## src/rtl/spi_slave_if_pkg.sv

```systemverilog
// Shared types and constants for the SPI mode-0 slave front end.
package spi_slave_if_pkg;

    localparam int BYTE_W_DEF = 8;

    typedef enum logic [1:0] {
        S_WAIT_HI = 2'd0,
        S_IDLE    = 2'd1,
        S_ACTIVE  = 2'd2
    } spi_state_t;

    function automatic int cnt_width(input int byte_w);
        return (byte_w > 1) ? $clog2(byte_w) : 1;
    endfunction

    localparam int BIT_CNT_W = cnt_width(BYTE_W_DEF);

endpackage

```

## src/rtl/spi_slave_if_if.sv

```systemverilog
// SPI pin and controller-side bundle for spi_slave_if; frame_err exists only with SPI_FRAME_ERR_EN.
// Handshake: rx_stb and tsx_start are single-cycle pulses with no back-pressure; rx_data is valid
// from the rx_stb cycle until the next rx_stb, and tx_data is sampled continuously between bytes.
interface spi_slave_if_if import spi_slave_if_pkg::*; #(
    parameter int BYTE_W = BYTE_W_DEF
);
    localparam int CNT_W = cnt_width(BYTE_W);

    logic              spi_sck;
    logic              spi_mosi;
    logic              spi_cs_n;
    logic              spi_miso;
    logic [BYTE_W-1:0] tx_data;
    logic [BYTE_W-1:0] rx_data;
    logic              rx_stb;
    logic              tsx_start;
    spi_state_t        state;
    logic [CNT_W-1:0]  bit_cnt;
`ifdef SPI_FRAME_ERR_EN
    logic              frame_err;

    modport slave (
        input  spi_sck, spi_mosi, spi_cs_n, tx_data,
        output spi_miso, rx_data, rx_stb, tsx_start, state, bit_cnt, frame_err
    );
    modport master (
        output spi_sck, spi_mosi, spi_cs_n, tx_data,
        input  spi_miso, rx_data, rx_stb, tsx_start, state, bit_cnt, frame_err
    );
`else
    modport slave (
        input  spi_sck, spi_mosi, spi_cs_n, tx_data,
        output spi_miso, rx_data, rx_stb, tsx_start, state, bit_cnt
    );
    modport master (
        output spi_sck, spi_mosi, spi_cs_n, tx_data,
        input  spi_miso, rx_data, rx_stb, tsx_start, state, bit_cnt
    );
`endif

endinterface

```

## src/rtl/spi_slave_if_sync_ff.sv

```systemverilog
// Multi-stage synchroniser for one asynchronous input, with a selectable reset value.
module sync_ff #(
    parameter int   STAGES    = 2,
    parameter logic RESET_VAL = 1'b0
) (
    input  logic clk,
    input  logic rst,
    input  logic d,
    output logic q
);
    logic [STAGES-1:0] chain;

    always_ff @(posedge clk) begin
        if (rst) begin
            chain <= {STAGES{RESET_VAL}};
        end else begin
            chain <= {chain[STAGES-2:0], d};
        end
    end

    assign q = chain[STAGES-1];

endmodule

```

## src/rtl/spi_slave_if.sv

```systemverilog
// SPI mode-0 slave: synchronises pins, deserialises MOSI, serialises tx_data on MISO.
// Optional SPI_FRAME_ERR_EN adds a frame_err pulse when CS_N rises on a partial byte.
module spi_slave_if import spi_slave_if_pkg::*; #(
    parameter int SYNC_STAGES = 2,
    parameter int BYTE_W      = BYTE_W_DEF
) (
    input logic           clk,
    input logic           rst,
    spi_slave_if_if.slave bus
);
    localparam int                CNT_W    = cnt_width(BYTE_W);
    localparam int                SETTLE_W = $clog2(SYNC_STAGES + 1);
    localparam logic [CNT_W-1:0]  LAST_BIT = CNT_W'(BYTE_W - 1);
    localparam logic [SETTLE_W-1:0] SETTLED = SETTLE_W'(SYNC_STAGES);

    logic sck_s, mosi_s, cs_s;
    logic sck_d, cs_d;
    logic sck_rise, sck_fall, cs_fall, cs_rise;

    spi_state_t          state;
    logic [CNT_W-1:0]    bit_cnt;
    logic [SETTLE_W-1:0] settle_cnt;
    logic [BYTE_W-2:0]   rx_sh;
    logic [BYTE_W-1:0]   rx_next;
    logic [BYTE_W-1:0]   tx_sh;
    logic [BYTE_W-1:0]   rx_data_r;
    logic                byte_done;
    logic                rx_stb_r;
    logic                tsx_start_r;
    logic                frame_err_r;

    sync_ff #(.STAGES(SYNC_STAGES), .RESET_VAL(1'b0)) u_sync_sck  (.clk(clk), .rst(rst), .d(bus.spi_sck),  .q(sck_s));
    sync_ff #(.STAGES(SYNC_STAGES), .RESET_VAL(1'b0)) u_sync_mosi (.clk(clk), .rst(rst), .d(bus.spi_mosi), .q(mosi_s));
    sync_ff #(.STAGES(SYNC_STAGES), .RESET_VAL(1'b1)) u_sync_cs   (.clk(clk), .rst(rst), .d(bus.spi_cs_n), .q(cs_s));

    assign sck_rise = sck_s & ~sck_d;
    assign sck_fall = ~sck_s & sck_d;
    assign cs_fall  = ~cs_s & cs_d;
    assign cs_rise  = cs_s & ~cs_d;
    assign rx_next  = {rx_sh, mosi_s};

    always_ff @(posedge clk) begin
        if (rst) begin
            sck_d       <= 1'b0;
            cs_d        <= 1'b1;
            state       <= S_WAIT_HI;
            bit_cnt     <= '0;
            settle_cnt  <= '0;
            rx_sh       <= '0;
            tx_sh       <= '0;
            rx_data_r   <= '0;
            byte_done   <= 1'b0;
            rx_stb_r    <= 1'b0;
            tsx_start_r <= 1'b0;
            frame_err_r <= 1'b0;
        end else begin
            sck_d       <= sck_s;
            cs_d        <= cs_s;
            byte_done   <= 1'b0;
            rx_stb_r    <= byte_done;
            tsx_start_r <= 1'b0;
            frame_err_r <= 1'b0;

            // Between bytes MISO follows tx_data; the first SCK rise of a byte freezes it.
            if (bit_cnt == '0 && !sck_rise) begin
                tx_sh <= bus.tx_data;
            end else if (state == S_ACTIVE && sck_fall) begin
                tx_sh <= {tx_sh[BYTE_W-2:0], 1'b0};
            end

            case (state)
                // The CS synchroniser resets high, so wait for it to flush before trusting it.
                S_WAIT_HI: begin
                    bit_cnt <= '0;
                    if (settle_cnt != SETTLED) begin
                        settle_cnt <= settle_cnt + 1'b1;
                    end else if (cs_s) begin
                        state <= S_IDLE;
                    end
                end
                S_IDLE: begin
                    if (cs_fall) begin
                        tsx_start_r <= 1'b1;
                        bit_cnt     <= '0;
                        state       <= S_ACTIVE;
                    end
                end
                S_ACTIVE: begin
                    if (cs_rise) begin
                        frame_err_r <= (bit_cnt != '0);
                        bit_cnt     <= '0;
                        state       <= S_IDLE;
                    end else if (sck_rise) begin
                        rx_sh <= rx_next[BYTE_W-2:0];
                        if (bit_cnt == LAST_BIT) begin
                            bit_cnt   <= '0;
                            rx_data_r <= rx_next;
                            byte_done <= 1'b1;
                        end else begin
                            bit_cnt <= bit_cnt + 1'b1;
                        end
                    end
                end
                default: state <= S_WAIT_HI;
            endcase
        end
    end

    assign bus.spi_miso  = tx_sh[BYTE_W-1];
    assign bus.rx_data   = rx_data_r;
    assign bus.rx_stb    = rx_stb_r;
    assign bus.tsx_start = tsx_start_r;
    assign bus.state     = state;
    assign bus.bit_cnt   = bit_cnt;
`ifdef SPI_FRAME_ERR_EN
    assign bus.frame_err = frame_err_r;
`else
    logic unused_frame_err;
    assign unused_frame_err = frame_err_r;
`endif

endmodule
```

## src/flat_wrapper.sv

```systemverilog
// flat-port wrapper written by rule: the top's interface ports become plain ports
module spi_slave_if_flat import spi_slave_if_pkg::*;
#(
    parameter int SYNC_STAGES = 2,
    parameter int BYTE_W      = BYTE_W_DEF
)
  (clk, rst, bus_spi_sck, bus_spi_mosi, bus_spi_cs_n, bus_tx_data, bus_spi_miso, bus_rx_data, bus_rx_stb, bus_tsx_start, bus_state, bus_bit_cnt);
  spi_slave_if_if #(.BYTE_W(BYTE_W)) bus_i ();
  input logic clk;
  input logic rst;
  input wire logic [$bits(bus_i.spi_sck)-1:0] bus_spi_sck;
  input wire logic [$bits(bus_i.spi_mosi)-1:0] bus_spi_mosi;
  input wire logic [$bits(bus_i.spi_cs_n)-1:0] bus_spi_cs_n;
  input wire logic [$bits(bus_i.tx_data)-1:0] bus_tx_data;
  output wire logic [$bits(bus_i.spi_miso)-1:0] bus_spi_miso;
  output wire logic [$bits(bus_i.rx_data)-1:0] bus_rx_data;
  output wire logic [$bits(bus_i.rx_stb)-1:0] bus_rx_stb;
  output wire logic [$bits(bus_i.tsx_start)-1:0] bus_tsx_start;
  output wire logic [$bits(bus_i.state)-1:0] bus_state;
  output wire logic [$bits(bus_i.bit_cnt)-1:0] bus_bit_cnt;
  assign bus_i.spi_sck = bus_spi_sck;
  assign bus_i.spi_mosi = bus_spi_mosi;
  assign bus_i.spi_cs_n = bus_spi_cs_n;
  assign bus_i.tx_data = bus_tx_data;
  assign bus_spi_miso = bus_i.spi_miso;
  assign bus_rx_data = bus_i.rx_data;
  assign bus_rx_stb = bus_i.rx_stb;
  assign bus_tsx_start = bus_i.tsx_start;
  assign bus_state = bus_i.state;
  assign bus_bit_cnt = bus_i.bit_cnt;
  spi_slave_if #(.SYNC_STAGES(SYNC_STAGES), .BYTE_W(BYTE_W)) u_core (.clk(clk), .rst(rst), .bus(bus_i));
endmodule
```

## config.mk

```make
export PLATFORM = sky130hd
export DESIGN_NAME = spi_slave_if_flat
export DESIGN_NICKNAME = d
export VERILOG_FILES = /design/src/rtl/spi_slave_if_pkg.sv /design/src/rtl/spi_slave_if_if.sv /design/src/rtl/spi_slave_if_sync_ff.sv /design/src/rtl/spi_slave_if.sv /design/src/flat_wrapper.sv
export SDC_FILE = /design/constraint.sdc
export NUM_CORES = 1
export LEC_CHECK = 0
export BUFFER_PORTS_ARGS = -buffer_cell sky130_fd_sc_hd__buf_4
export CORE_ASPECT_RATIO = 0.5
export CORE_UTILIZATION = 32
export CTS_BUF_LIST = sky130_fd_sc_hd__clkbuf_4 sky130_fd_sc_hd__clkbuf_8
export CTS_CLUSTER_DIAMETER = 40
export DETAILED_ROUTE_END_ITERATION = 10
export GPL_ROUTABILITY_DRIVEN = 0
export PLACE_DENSITY = 0.48
export SYNTH_ARGS = -nofsm -noshare
export SYNTH_HDL_FRONTEND = slang
export SYNTH_SLANG_ARGS = --single-unit
```

## constraint.sdc

```tcl
create_clock -name clk -period 2.8 [get_ports clk]
set_clock_uncertainty 0.2 [all_clocks]
set_input_delay 0 -clock clk [delete_from_list [all_inputs] [get_ports clk]]
set_output_delay 0 -clock clk [all_outputs]
set_load 0.02 [all_outputs]
```

=== After elaboration in Yosys (flattened, before gate mapping) ===
Cells that the tools add are included.

* Bitwise gates (word level): 12
* Muxes and demuxes: 14
* Equal/unequal tests: 9
* Add/sub/neg operators: 2
* Reductions and logical operators: 14

{| class="wikitable"
|+ Operators by type and width
! cell !! count
|-
| $mux W8 || 2
|-
| $mux W3 || 4
|-
| $pmux W3 S3 || 1
|-
| $mux W2 || 4
|-
| $not A1 Y1 || 8
|-
| $reduce_and A4 Y1 || 2
|-
| $ne A2 B2 Y1 const B || 3
|-
| $pmux W2 S3 || 1
|-
| $reduce_and A3 Y1 || 2
|-
| $and A1 B1 Y1 || 4
|-
| $ne A2 B1 Y1 const B || 2
|-
| $reduce_or A4 Y1 || 1
|-
| $add A3 B1 Y3 const B || 1
|-
| $eq A3 B3 Y1 const B || 1
|-
| $logic_not A3 Y1 || 1
|-
| $ne A3 B1 Y1 const B || 1
|-
| $reduce_bool A3 Y1 || 1
|-
| $add A2 B1 Y2 const B || 1
|-
| $eq A2 B1 Y1 const B || 1
|-
| $eq A2 B2 Y1 const B || 1
|-
| $logic_and A1 B1 Y1 || 2
|-
| $logic_not A2 Y1 || 1
|-
| $mux W1 || 2
|-
| $reduce_and A2 Y1 || 1
|-
| 3 further kinds || 3
|}

* Output and inout port bits: 16
* Register bits after elaboration: 41

=== Longest topological paths before layout ===
Gate-level depths: netlist of the first run.

* Word-level depth: 5
* Gate-level depth with buffers: 6
* Gate-level depth less buffers: 6

=== Cells and area by module ===
Synthesis of the first run repeated with hierarchy kept, for this count alone.

* Cell total of the unflattened synthesis: 154
* Area, all modules: 1619.1 µm²

{| class="wikitable"
|+ By module, submodules not included
! module !! cells an instance !! area each (µm²) !! times used !! sequential area each (µm²)
|-
| spi_slave_if || 142 || 1461.4 || 1 || 700.7
|-
| sync_ff || 4 || 52.6 || 3 || 40.0
|}

=== Worst setup path before layout of the first run ===
No wires, ideal clock.

* Kind: reg2reg
* From: reg u_core.bit_cnt[0], in the netlist u_core.bus.bit_cnt[0]
* To: reg u_core.tx_sh[1]
* Path slack: 1.035 ns
* Buffers on the path: 0
* Clock period less this slack: 1.765 ns
* Library setup time: 0.066 ns
* Required time: 2.534 ns
* Stages on the path, launching flop included: 7
* Arrival: 1.499 ns
* Cell sequence: dfxtp_1 inv_1 ha_1 nor2b_1 nor4b_4 a222oi_1 nor2_1

* Longest elaborated chain between the ends: 3
* Elaborated cells between the ends (all ways): 4

{| class="wikitable"
|+ RTL lines
! what !! RTL line !! RTL
|-
| start, declared || spi_slave_if.sv:21 || <nowiki>logic [CNT_W-1:0] bit_cnt;</nowiki>
|-
| start signal, assigned || spi_slave_if.sv:100 || <nowiki>bit_cnt <= bit_cnt + 1'b1;</nowiki>
|-
| $logic_not A3 Y1 (*) || spi_slave_if.sv:65 || <nowiki>if (bit_cnt == '0 && !sck_rise) begin</nowiki>
|-
| $logic_and A1 B1 Y1 (*) || spi_slave_if.sv:65 ||
|-
| $mux W8 or $reduce_bool A2 Y1 (tied branches) || -- ||
|-
| end signal, assigned || spi_slave_if.sv:66 || <nowiki>tx_sh <= bus.tx_data;</nowiki>
|-
| end signal, assigned || spi_slave_if.sv:68 || <nowiki>tx_sh <= {tx_sh[BYTE_W-2:0], 1'b0};</nowiki>
|-
| end, declared || spi_slave_if.sv:25 || <nowiki>logic [BYTE_W-1:0] tx_sh;</nowiki>
|}

Every way passes the cells marked *; elsewhere a longest branch is shown, timed or not.
A chain may end at the register's enable or synchronous reset.

=== Final worst setup path of the first run ===
Same ends and word-level chain as after synthesis.

==> reports/summary.txt, run 1 <==
=====================================================================================
Run status ............................................................. finished clean
Iteration-0 DRC Markers ................................................           65
Router iterations before antenna repair ................................            5
Max FO, Critical Path ..................................................            7
Capturing point of the worst reg2reg path .............................. u_core.tx_sh[1]
Worst reg-to-reg path cell count .......................................            7
Total power after layout ...............................................   0.001351 W
Type of the worst setup path ...........................................      reg2reg
Wire length per cell after detailed routing ............................     11.68 um
Number of buffers on the longest clock path ............................            2
DRT Wirelength .........................................................      3143 um
Detail Route Antenna Nets ..............................................            0
Worst setup endpoint ................................................... u_core.tx_sh[1]
Total CTS buffers ......................................................            5
Element type at the critical path end ..................................     register
Max-Slew Margin vs Limit ...............................................       0.5584
Peak supply drop .......................................................    0.2360 mV
DP HPWL ................................................................      2037 um
Slack of the worst reg-to-reg path .....................................       310 ps
Die outline width ......................................................     100.6 um
Number of rows created at floorplan ....................................           17
Number of max-slew violations in the final report ......................            0
Synthesis-to-layout area growth ........................................       39.23%
Vias per std cell ......................................................        4.535
Met3 layer wire length in the routed design ............................       128 um
Endpoints failing setup ................................................            0
Die extent in y ........................................................     51.32 um
Number of nets at the end of the flow ..................................          219
Share of the yosys chip area belonging to registers ....................       0.5273
Buffer count from post-CTS setup fixing ................................            0
Cells resized by post-CTS repair .......................................            0
M1 WL ..................................................................      1623 um
Arrival time of the worst setup path ...................................      2470 ps
Antenna violations before repair .......................................            0
Leak pwr ...............................................................     1.006 nW
Clock Sink Count .......................................................           41
Share of the cycle needed by the critical path after routing ...........       0.8897
RSZ-0062 raised after global routing ...................................        false
Netlist Area Pre-Place ................................................. 0.001556 sq mm
Synthesized net count ..................................................          169
CP Launch Point ........................................................ u_core.bus.bit_cnt[0]
Share of cells above drive strength 1 ..................................       0.2118
Top library cells by usage in the layout, fill and taps aside .......... sky130_fd_sc_hd__dfxtp_1, sky130_fd_sc_hd__nor2_1, sky130_fd_sc_hd__buf_4, sky130_fd_sc_hd__dlygate4sd3_1, sky130_fd_sc_hd__mux2i_1
Starting density of the core ...........................................       0.3436
Max cap viols ..........................................................            0
Via count ..............................................................        1,220
Synthesized flop and latch total .......................................           41
Pin count of the biggest net entering global routing ...................           43
Reg-to-Reg Start ....................................................... u_core.bus.bit_cnt[0]
Met2 Routed Length .....................................................      1366 um
Post-layout minimum cycle time .........................................      2491 ps
Transition at the pin with the smallest max-transition slack ...........     660.4 ps
Distinct cell type count of the synthesized netlist ....................           31
First-pass GRT wire length .............................................      5292 um
Maximum level of the CTS H-tree ........................................            2
Setup total negative slack .............................................         0 ps
Most frequent standard cell in the layout excluding fill and tap cells . sky130_fd_sc_hd__dfxtp_1
Top Layer Used .........................................................         met4
Antenna fix cells ......................................................            0
TritonCTS clock tree ...................................................        built
Kind of start point of the critical path ...............................     register
Global route overflow ..................................................            0
I/O pin total ..........................................................           29
Number of standard cells after synthesis ...............................          152
Total die area ......................................................... 0.005164 sq mm
Number of DRC violations after detailed routing ........................            0
Fmax ...................................................................   0.4014 GHz
Final hold vios ........................................................            0
Vias in the first global route .........................................        1,136
Synthesized area per cell ..............................................  10.24 sq um
Critical path required time ............................................      2780 ps
Worst-Skew Late Latency ................................................       280 ps
CTS Root Cell .......................................................... sky130_fd_sc_hd__clkbuf_8
Register clock-pin slew on the reported worst setup and hold paths .....        80 ps
Core footprint ......................................................... 0.004531 sq mm
Power density cells .................................................... 623.3 mW/mm^2
Worst hold path type ...................................................      reg2reg
Warnings, synthesis ....................................................            0
Total routing resource utilization after global routing ................       0.1357
Number of port buffers .................................................           28
=====================================================================================
[cells by family (layout without fill, tap and decap cells)]
family	after synthesis	in the layout	synth area share
compound gates	23	23	0.1142
mux	15	15	0.09646
flops	41	41	0.5273
fa+ha+maj	4	4	0.03216
simple gates	55	55	0.1905
buf+inv	13	64	0.03377
xor+xnor	1	1	0.005628
[per-layer routing]
layer  GRT usage  vias to the layer above
li1            -                      626
met1      0.1796                      576
met2      0.2043                       16
met3     0.05062                        2
met4     0.04348                        0
met5           0                        -
[registers in the layout (all words and copies together) (netlist names)]
register / count
u_core.settle_cnt: 2
u_core.bus.rx_data: 8
u_core.cs_d: 1
u_core.u_sync_cs.chain: 2
u_core.u_sync_mosi.chain: 2
u_core.sck_d: 1
u_core.tx_sh: 8
u_core.rx_sh: 7
u_core.bus.rx_stb: 1
u_core.bus.bit_cnt: 3
u_core.bus.tsx_start: 1
u_core.bus.state: 2
u_core.byte_done: 1
u_core.u_sync_sck.chain: 2
[stage by stage]
step,utilization,hold WS (ps),cells,setup WS (ps),cell area [sq um]
floorplan,-,-96.19,152,1035,1556
global placement,0.4024,-14.61,240,777.5,1823
finish,0.4783,217.7,269,309.0,2167
global route,0.4783,248.9,269,138.1,2167
CTS,0.4783,218.8,269,319.8,2167
detailed placement,0.4024,-10.10,240,791.3,1823
[worst min-delay path by stage]
stage,start,endpoint,slack (ps),cells past startpoint
global route,bus_spi_cs_n,u_core.u_sync_cs.chain[0],250,3
global placement,bus_spi_cs_n,u_core.u_sync_cs.chain[0],-10,2
floorplan,bus_spi_cs_n,u_core.u_sync_cs.chain[0],-100,1
CTS,u_core.u_sync_cs.chain[0],u_core.u_sync_cs.chain[1],220,1
finish,u_core.u_sync_cs.chain[0],u_core.u_sync_cs.chain[1],220,1
detailed placement,bus_spi_cs_n,u_core.u_sync_cs.chain[0],-10,2
[critical path, stage by stage, from the launching register on]
cell and delay, ps:
sky130_fd_sc_hd__dfxtp_1 350, sky130_fd_sc_hd__inv_1 90, sky130_fd_sc_hd__ha_1 170, sky130_fd_sc_hd__nor2b_1 310, sky130_fd_sc_hd__a21oi_1 260, sky130_fd_sc_hd__a222oi_1 390, sky130_fd_sc_hd__nor2_1 60, sky130_fd_sc_hd__dlygate4sd3_1 560
[synthesized netlist by cell type (all sizes together)]
cell type | number | area (sq um)
dfxtp | 41 | 820.8
nor2 | 28 | 105.1
mux2i | 15 | 150.1
a222oi | 7 | 70.07
inv | 7 | 26.28
nor2b | 7 | 43.79
a21oi | 6 | 30.03
clkbuf | 5 | 18.77
ha | 4 | 50.05
nand2b | 4 | 25.02
or2 | 4 | 25.03
nand2 | 3 | 11.26
and2b | 2 | 17.52
nor3 | 2 | 10.01
o31ai | 2 | 15.01
o32ai | 2 | 17.52
a211oi | 1 | 7.510
a21o | 1 | 7.510
a22oi | 1 | 7.510
buf | 1 | 7.510
nand3 | 1 | 10.01
nand4 | 1 | 6.260
nor4b | 1 | 23.77
nor4bb | 1 | 10.01
o2111ai | 1 | 8.760
o21ai | 1 | 5.000
o22a | 1 | 8.760
or3b | 1 | 8.760
xnor2 | 1 | 8.760
[power breakdown]
part | leakage [nW] | total [W] | internal (W) | switching (W)
Sequential | 0.335 | 0.000635 | 0.000613 | 0.0000228
Combinational | 0.603 | 0.000159 | 0.0000881 | 0.0000711
Clock | 0.0681 | 0.000556 | 0.000354 | 0.000202
[area by class of cell]
cell class | count | area (sq um)
Fill cell | 451 | 2364
Sequential cell | 41 | 820.8
Clock inverter | 3 | 65.06
Tap cell | 66 | 82.58
Multi-Input combinational cell | 98 | 683.2
Inverter | 7 | 26.28
Clock buffer | 5 | 68.82
Timing Repair Buffer | 49 | 420.4
[timing repair]
item / in CTS / in global routing
hold buffers: 21 / 0
endpoints found under the hold margin: 35 / 0
setup endpoints to repair: 0 / 0
No activity file was read; power rests on OpenSTA's default activity.
==> run 2: changes to the inputs <==
--- a/config.mk
+++ b/config.mk
@@ -6,13 +6,15 @@
 export NUM_CORES = 1
 export LEC_CHECK = 0
 export BUFFER_PORTS_ARGS = -buffer_cell sky130_fd_sc_hd__buf_4
+export CELL_PAD_IN_SITES_DETAIL_PLACEMENT = 1
+export CELL_PAD_IN_SITES_GLOBAL_PLACEMENT = 2
 export CORE_ASPECT_RATIO = 0.5
 export CORE_UTILIZATION = 32
 export CTS_BUF_LIST = sky130_fd_sc_hd__clkbuf_4 sky130_fd_sc_hd__clkbuf_8
 export CTS_CLUSTER_DIAMETER = 40
 export DETAILED_ROUTE_END_ITERATION = 10
 export GPL_ROUTABILITY_DRIVEN = 0
-export PLACE_DENSITY = 0.48
+export PLACE_DENSITY = 0.71
 export SYNTH_ARGS = -nofsm -noshare
 export SYNTH_HDL_FRONTEND = slang
 export SYNTH_SLANG_ARGS = --single-unit
==> reports/summary.txt, run 2 (synthesis results as in run 1) <==
=====================================================================================
Share of cells above drive strength 1 ..................................       0.2129
Kind of start point of the critical path ...............................     register
Top Layer Used .........................................................         met4
Setup total negative slack .............................................         0 ps
Critical path required time ............................................      2840 ps
Share of the cycle needed by the critical path after routing ...........       0.8981
Met3 layer wire length in the routed design ............................       124 um
Wire length per cell after detailed routing ............................     13.85 um
Number of port buffers .................................................           28
CP peak stage delay ....................................................       570 ps
Number of buffers on the longest clock path ............................            2
Buf+Inv Stages, Crit Path ..............................................            2
I/O pin total ..........................................................           29
RSZ-0062 raised after global routing ...................................        false
Antenna fix cells ......................................................            0
M1 WL ..................................................................      1800 um
Clock Sink Count .......................................................           41
DP HPWL ................................................................      2248 um
Buffer count from post-CTS setup fixing ................................            0
Number of nets at the end of the flow ..................................          218
Max-Slew Margin vs Limit ...............................................       0.5787
Met2 Routed Length .....................................................      1756 um
Vias in the first global route .........................................        1,301
Pin count of the biggest net entering global routing ...................           43
Die extent in y ........................................................     51.32 um
Synthesis-to-layout area growth ........................................       38.59%
Number of max-slew violations in the final report ......................            0
CTS Root Cell .......................................................... sky130_fd_sc_hd__clkbuf_8
Worst hold margin ......................................................     213.8 ps
Starting density of the core ...........................................       0.3436
Transition at the pin with the smallest max-transition slack ...........     630.1 ps
Top Family by Delay on Critical Path ................................... compound AO/OA/AOI/OAI gates
Power density cells .................................................... 633.7 mW/mm^2
Iteration-0 DRC Markers ................................................           46
Vias per std cell ......................................................        4.713
Router iterations before antenna repair ................................            4
Die outline width ......................................................     100.6 um
First-pass GRT wire length .............................................      6092 um
Final hold vios ........................................................            0
Run status ............................................................. finished clean
Worst hold path type ...................................................      reg2reg
Post-layout minimum cycle time .........................................      2515 ps
Max stage delay cell, worst path ....................................... sky130_fd_sc_hd__dlygate4sd3_1
Detail Route Antenna Nets ..............................................            0
Number of DRC violations after detailed routing ........................            0
Antenna violations before repair .......................................            0
Total routing resource utilization after global routing ................       0.1598
Crit-path cells ........................................................ inv_1 > ha_1 > nor2b_1 > a21oi_1 > a222oi_1 > nor2_1 > dlygate4sd3_1
Maximum level of the CTS H-tree ........................................            2
Fmax ...................................................................   0.3976 GHz
Element type at the critical path end ..................................     register
Type of the worst setup path ...........................................      reg2reg
Global route overflow ..................................................            0
Endpoints failing setup ................................................            0
Via count ..............................................................        1,263
Core footprint ......................................................... 0.004531 sq mm
Max cap viols ..........................................................            0
Hold-fix buffers, CTS ..................................................           20
Peak supply drop .......................................................    0.3773 mV
Total die area ......................................................... 0.005164 sq mm
Number of rows created at floorplan ....................................           17
Worst-Skew Late Latency ................................................       300 ps
Total power after layout ...............................................   0.001367 W
Most frequent standard cell in the layout excluding fill and tap cells . sky130_fd_sc_hd__dfxtp_1
Cells resized by post-CTS repair .......................................            0
Leak pwr ...............................................................     1.000 nW
Arrival time of the worst setup path ...................................      2560 ps
Top library cells by usage in the layout, fill and taps aside .......... sky130_fd_sc_hd__dfxtp_1, sky130_fd_sc_hd__nor2_1, sky130_fd_sc_hd__buf_4, sky130_fd_sc_hd__dlygate4sd3_1, sky130_fd_sc_hd__mux2i_1
Register clock-pin slew on the reported worst setup and hold paths .....        80 ps
Max FO, Critical Path ..................................................            7
DRT Wirelength .........................................................      3713 um
TritonCTS clock tree ...................................................        built
Total CTS buffers ......................................................            5
=====================================================================================
-- run 2: cell types whose count changed in the layout (fill, tap and decap cells not counted), sizes merged --
cell | before | now
dlygate4sd3 | 21 | 20
-- run 2: final cells by class --
type | count | area, sq um
fill | 517 | 2374
sequential | 41 | 820.8
multi-input combinational | 98 | 683.2
timing repair buffer | 48 | 410.4
tap | 66 | 82.58
clock buffer | 5 | 68.82
clock inverter | 3 | 65.06
inverter | 7 | 26.28
-- run 2: path summary, 6_finish.rpt --
check                            startpoint  cells after the start                        end  slack [ps]
hold reg to reg   u_core.u_sync_cs.chain[0]                      1  u_core.u_sync_cs.chain[1]         210
hold / removal    u_core.u_sync_cs.chain[0]                      1  u_core.u_sync_cs.chain[1]         210
setup reg to reg      u_core.bus.bit_cnt[0]                      7            u_core.tx_sh[6]         290
setup / recovery      u_core.bus.bit_cnt[0]                      7            u_core.tx_sh[6]         290
-- run 2: per-layer routing --
layer / GRT usage / vias to the layer above
met1: 0.1895 / 615
li1: - / 628
met5: 0 / -
met4: 0.04348 / 0
met2: 0.2660 / 16
met3: 0.06977 / 4
-- run 2: per-stage QoR --
stage          std cells  cell area (sq um)  setup slack (ps)    util
3_5_place_dp         240               1823             818.8  0.4024
4_1_cts              268               2157             321.7  0.4761
5_1_grt              268               2157             121.9  0.4761
2_1_floorplan        152               1556              1035       -
3_3_place_gp         240               1823             813.7  0.4024
6_report             268               2157             285.2  0.4761
-- run 2: worst register-to-register path: stages (launching register included) --
cell and delay [ps]:
sky130_fd_sc_hd__dfxtp_1 400, sky130_fd_sc_hd__inv_1 80, sky130_fd_sc_hd__ha_1 220, sky130_fd_sc_hd__nor2b_1 180, sky130_fd_sc_hd__a21oi_1 500, sky130_fd_sc_hd__a222oi_1 180, sky130_fd_sc_hd__nor2_1 140, sky130_fd_sc_hd__dlygate4sd3_1 570
-- run 2: power breakdown --
part	leakage, nW	total (W)	internal [W]	switching, W
clock network	0.0681	0.000572	0.000354	0.000218
logic	0.598	0.000161	0.0000867	0.0000741
registers	0.335	0.000634	0.000612	0.0000214
total	1.00	0.00137	0.00105	0.000313
==> run 3: changes to the inputs <==
--- a/config.mk
+++ b/config.mk
@@ -9,12 +9,12 @@
 export CELL_PAD_IN_SITES_DETAIL_PLACEMENT = 1
 export CELL_PAD_IN_SITES_GLOBAL_PLACEMENT = 2
 export CORE_ASPECT_RATIO = 0.5
-export CORE_UTILIZATION = 32
+export CORE_UTILIZATION = 38
 export CTS_BUF_LIST = sky130_fd_sc_hd__clkbuf_4 sky130_fd_sc_hd__clkbuf_8
 export CTS_CLUSTER_DIAMETER = 40
 export DETAILED_ROUTE_END_ITERATION = 10
 export GPL_ROUTABILITY_DRIVEN = 0
-export PLACE_DENSITY = 0.71
+export PLACE_DENSITY = 0.82
 export SYNTH_ARGS = -nofsm -noshare
 export SYNTH_HDL_FRONTEND = slang
 export SYNTH_SLANG_ARGS = --single-unit
==> reports/summary.txt, run 3 (synthesis results as in run 1) <==
=====================================================================================
Vias per std cell ......................................................        5.059
Leak pwr ...............................................................    0.9833 nW
Power density cells .................................................... 577.8 mW/mm^2
Fmax ...................................................................   0.3848 GHz
Capturing point of the worst reg2reg path .............................. u_core.tx_sh[2]
Peak supply drop .......................................................    0.3507 mV
Core footprint ......................................................... 0.003904 sq mm
CTS Root Cell .......................................................... sky130_fd_sc_hd__clkbuf_8
Max FO, Critical Path ..................................................            7
Type of the worst setup path ...........................................      reg2reg
Global route overflow ..................................................            0
DP HPWL ................................................................      2160 um
Worst hold path type ...................................................      reg2reg
Number of port buffers .................................................           28
Maximum level of the CTS H-tree ........................................            2
Number of max-slew violations in the final report ......................            0
Fillcell total .........................................................          455
RSZ-0062 raised after global routing ...................................        false
Starting density of the core ...........................................       0.3987
Design internal power ..................................................  0.0008994 W
Worst-Skew Late Latency ................................................       300 ps
Switching share of total power .........................................       0.2604
Share of cells above drive strength 1 ..................................       0.2129
Max cap viols ..........................................................            0
Worst reg-to-reg path cell count .......................................            7
Endpoints failing setup ................................................            0
Vias in the first global route .........................................        1,228
Top library cells by usage in the layout, fill and taps aside .......... sky130_fd_sc_hd__dfxtp_1, sky130_fd_sc_hd__nor2_1, sky130_fd_sc_hd__buf_4, sky130_fd_sc_hd__dlygate4sd3_1, sky130_fd_sc_hd__mux2i_1
Die extent in y ........................................................     47.26 um
Total CTS buffers ......................................................            5
Number of buffers on the longest clock path ............................            2
Wire length per cell after detailed routing ............................     14.05 um
Hold-fix buffers, CTS ..................................................           20
Post-layout minimum cycle time .........................................      2599 ps
Router iterations before antenna repair ................................            4
CP Launch Point ........................................................ u_core.bus.bit_cnt[0]
Register clock-pin slew on the reported worst setup and hold paths .....        90 ps
Setup total negative slack .............................................         0 ps
Most frequent standard cell in the layout excluding fill and tap cells . sky130_fd_sc_hd__dfxtp_1
Element type at the critical path end ..................................     register
Detail Route Antenna Nets ..............................................            0
Die outline width ......................................................     92.51 um
Buffer count from post-CTS setup fixing ................................            0
Total die area ......................................................... 0.004372 sq mm
Arrival time of the worst setup path ...................................      2590 ps
Number of rows created at floorplan ....................................           16
Antenna fix cells ......................................................            0
Transition at the pin with the smallest max-transition slack ...........     669.8 ps
Cells resized by post-CTS repair .......................................            0
DRT Wirelength .........................................................      3596 um
Antenna violations before repair .......................................            0
Inst Count DP ..........................................................          228
First-pass GRT wire length .............................................      5685 um
Share of the cycle needed by the critical path after routing ...........       0.9281
TritonCTS clock tree ...................................................        built
Multi-input gate area ..................................................  683.2 sq um
Seq. cell area .........................................................  820.8 sq um
Number of cells on the worst hold path .................................            1
Slack of the worst reg-to-reg path .....................................       200 ps
Combinational power share ..............................................        0.134
Iteration-0 DRC Markers ................................................           65
Final hold vios ........................................................            0
I/O pin total ..........................................................           29
Synthesis-to-layout area growth ........................................       35.21%
Critical path required time ............................................      2790 ps
Number of nets at the end of the flow ..................................          218
Max-Slew Margin vs Limit ...............................................       0.5521
Hold Startpoint ........................................................ u_core.u_sync_cs.chain[0]
Via count ..............................................................        1,295
Clock Sink Count .......................................................           41
Final standard cell count with taps included and fillers excluded ......          256
Number of DRC violations after detailed routing ........................            0
Total routing resource utilization after global routing ................       0.1784
Net load switching power ...............................................  0.0003167 W
Pin count of the biggest net entering global routing ...................           43
Endpoint with the worst hold slack ..................................... u_core.u_sync_cs.chain[1]
Sequential group share of total power ..................................        0.522
Kind of start point of the critical path ...............................     register
Reg-to-Reg Start ....................................................... u_core.bus.bit_cnt[0]
Run status ............................................................. finished clean
Share of total power in the clock network ..............................        0.344
=====================================================================================
==> run 3: through the flow <==
| stage | total power [W] | cell area, sq um | utilization | worst slack [ps] | hold slack [ps] |
|---|---|---|---|---|---|
| after floorplan | 0.0007415 | 1556 | - | 1035 | -96.19 |
| after global placement | 0.0007799 | 1808 | 0.4631 | 843.7 | -15.36 |
| after detailed placement | 0.0007873 | 1808 | 0.4631 | 780.8 | -11.20 |
| after CTS | 0.001227 | 2105 | 0.5391 | 299.2 | 217.4 |
| after global routing | 0.001282 | 2105 | 0.5391 | 6.107 | 234.2 |
| final | 0.001216 | 2105 | 0.5391 | 201.4 | 213.3 |
==> run 3: critical path: stages (launching register included) <==
cell,delay (ps)
sky130_fd_sc_hd__dfxtp_1,350
sky130_fd_sc_hd__inv_1,90
sky130_fd_sc_hd__ha_1,170
sky130_fd_sc_hd__nor2b_1,310
sky130_fd_sc_hd__a21oi_1,270
sky130_fd_sc_hd__a222oi_1,420
sky130_fd_sc_hd__nor2_1,110
sky130_fd_sc_hd__dlygate4sd3_1,590
==> run 3: worst max path at each step <==
| stage | cells past startpoint | to | slack [ps] |
|---|---|---|---|
| 6_report | 7 | u_core.tx_sh[2] | 200 |
| 5_1_grt | 7 | u_core.tx_sh[2] | 6 |
| 4_1_cts | 7 | u_core.tx_sh[2] | 300 |
| 3_5_place_dp | 5 | u_core.bus.rx_data[2] | 780 |
| 3_3_place_gp | 5 | u_core.bus.rx_data[2] | 840 |
| 2_1_floorplan | 6 | u_core.tx_sh[1] | 1040 |
==> run 3: per-layer routing <==
metal	wire (um)	share of wire	track usage
met1	1654	0.46	0.2057
met2	1755	0.49	0.3200
met3	138	0.038	0.05987
met4	46	0.013	0.07500
met5	0	0	0
==> run 3: area by class of cell <==
class / instances / share of cell area
inverter: 7 / 0.01249
clock inverter: 2 / 0.006540
multi-input combinational: 98 / 0.3246
sequential: 41 / 0.3900
timing repair buffer: 48 / 0.1950
clock buffer: 6 / 0.03924
tap: 54 / 0.03210
==> run 3: power groups by stage <==
stage	combinational (W)	sequential, W	clock, W
2_1_floorplan	0.0000917	0.000650	0
3_3_place_gp	0.000133	0.000647	0
3_5_place_dp	0.000139	0.000648	0
4_1_cts	0.000164	0.000634	0.000429
5_1_grt	0.000186	0.000638	0.000457
6_report	0.000163	0.000634	0.000419
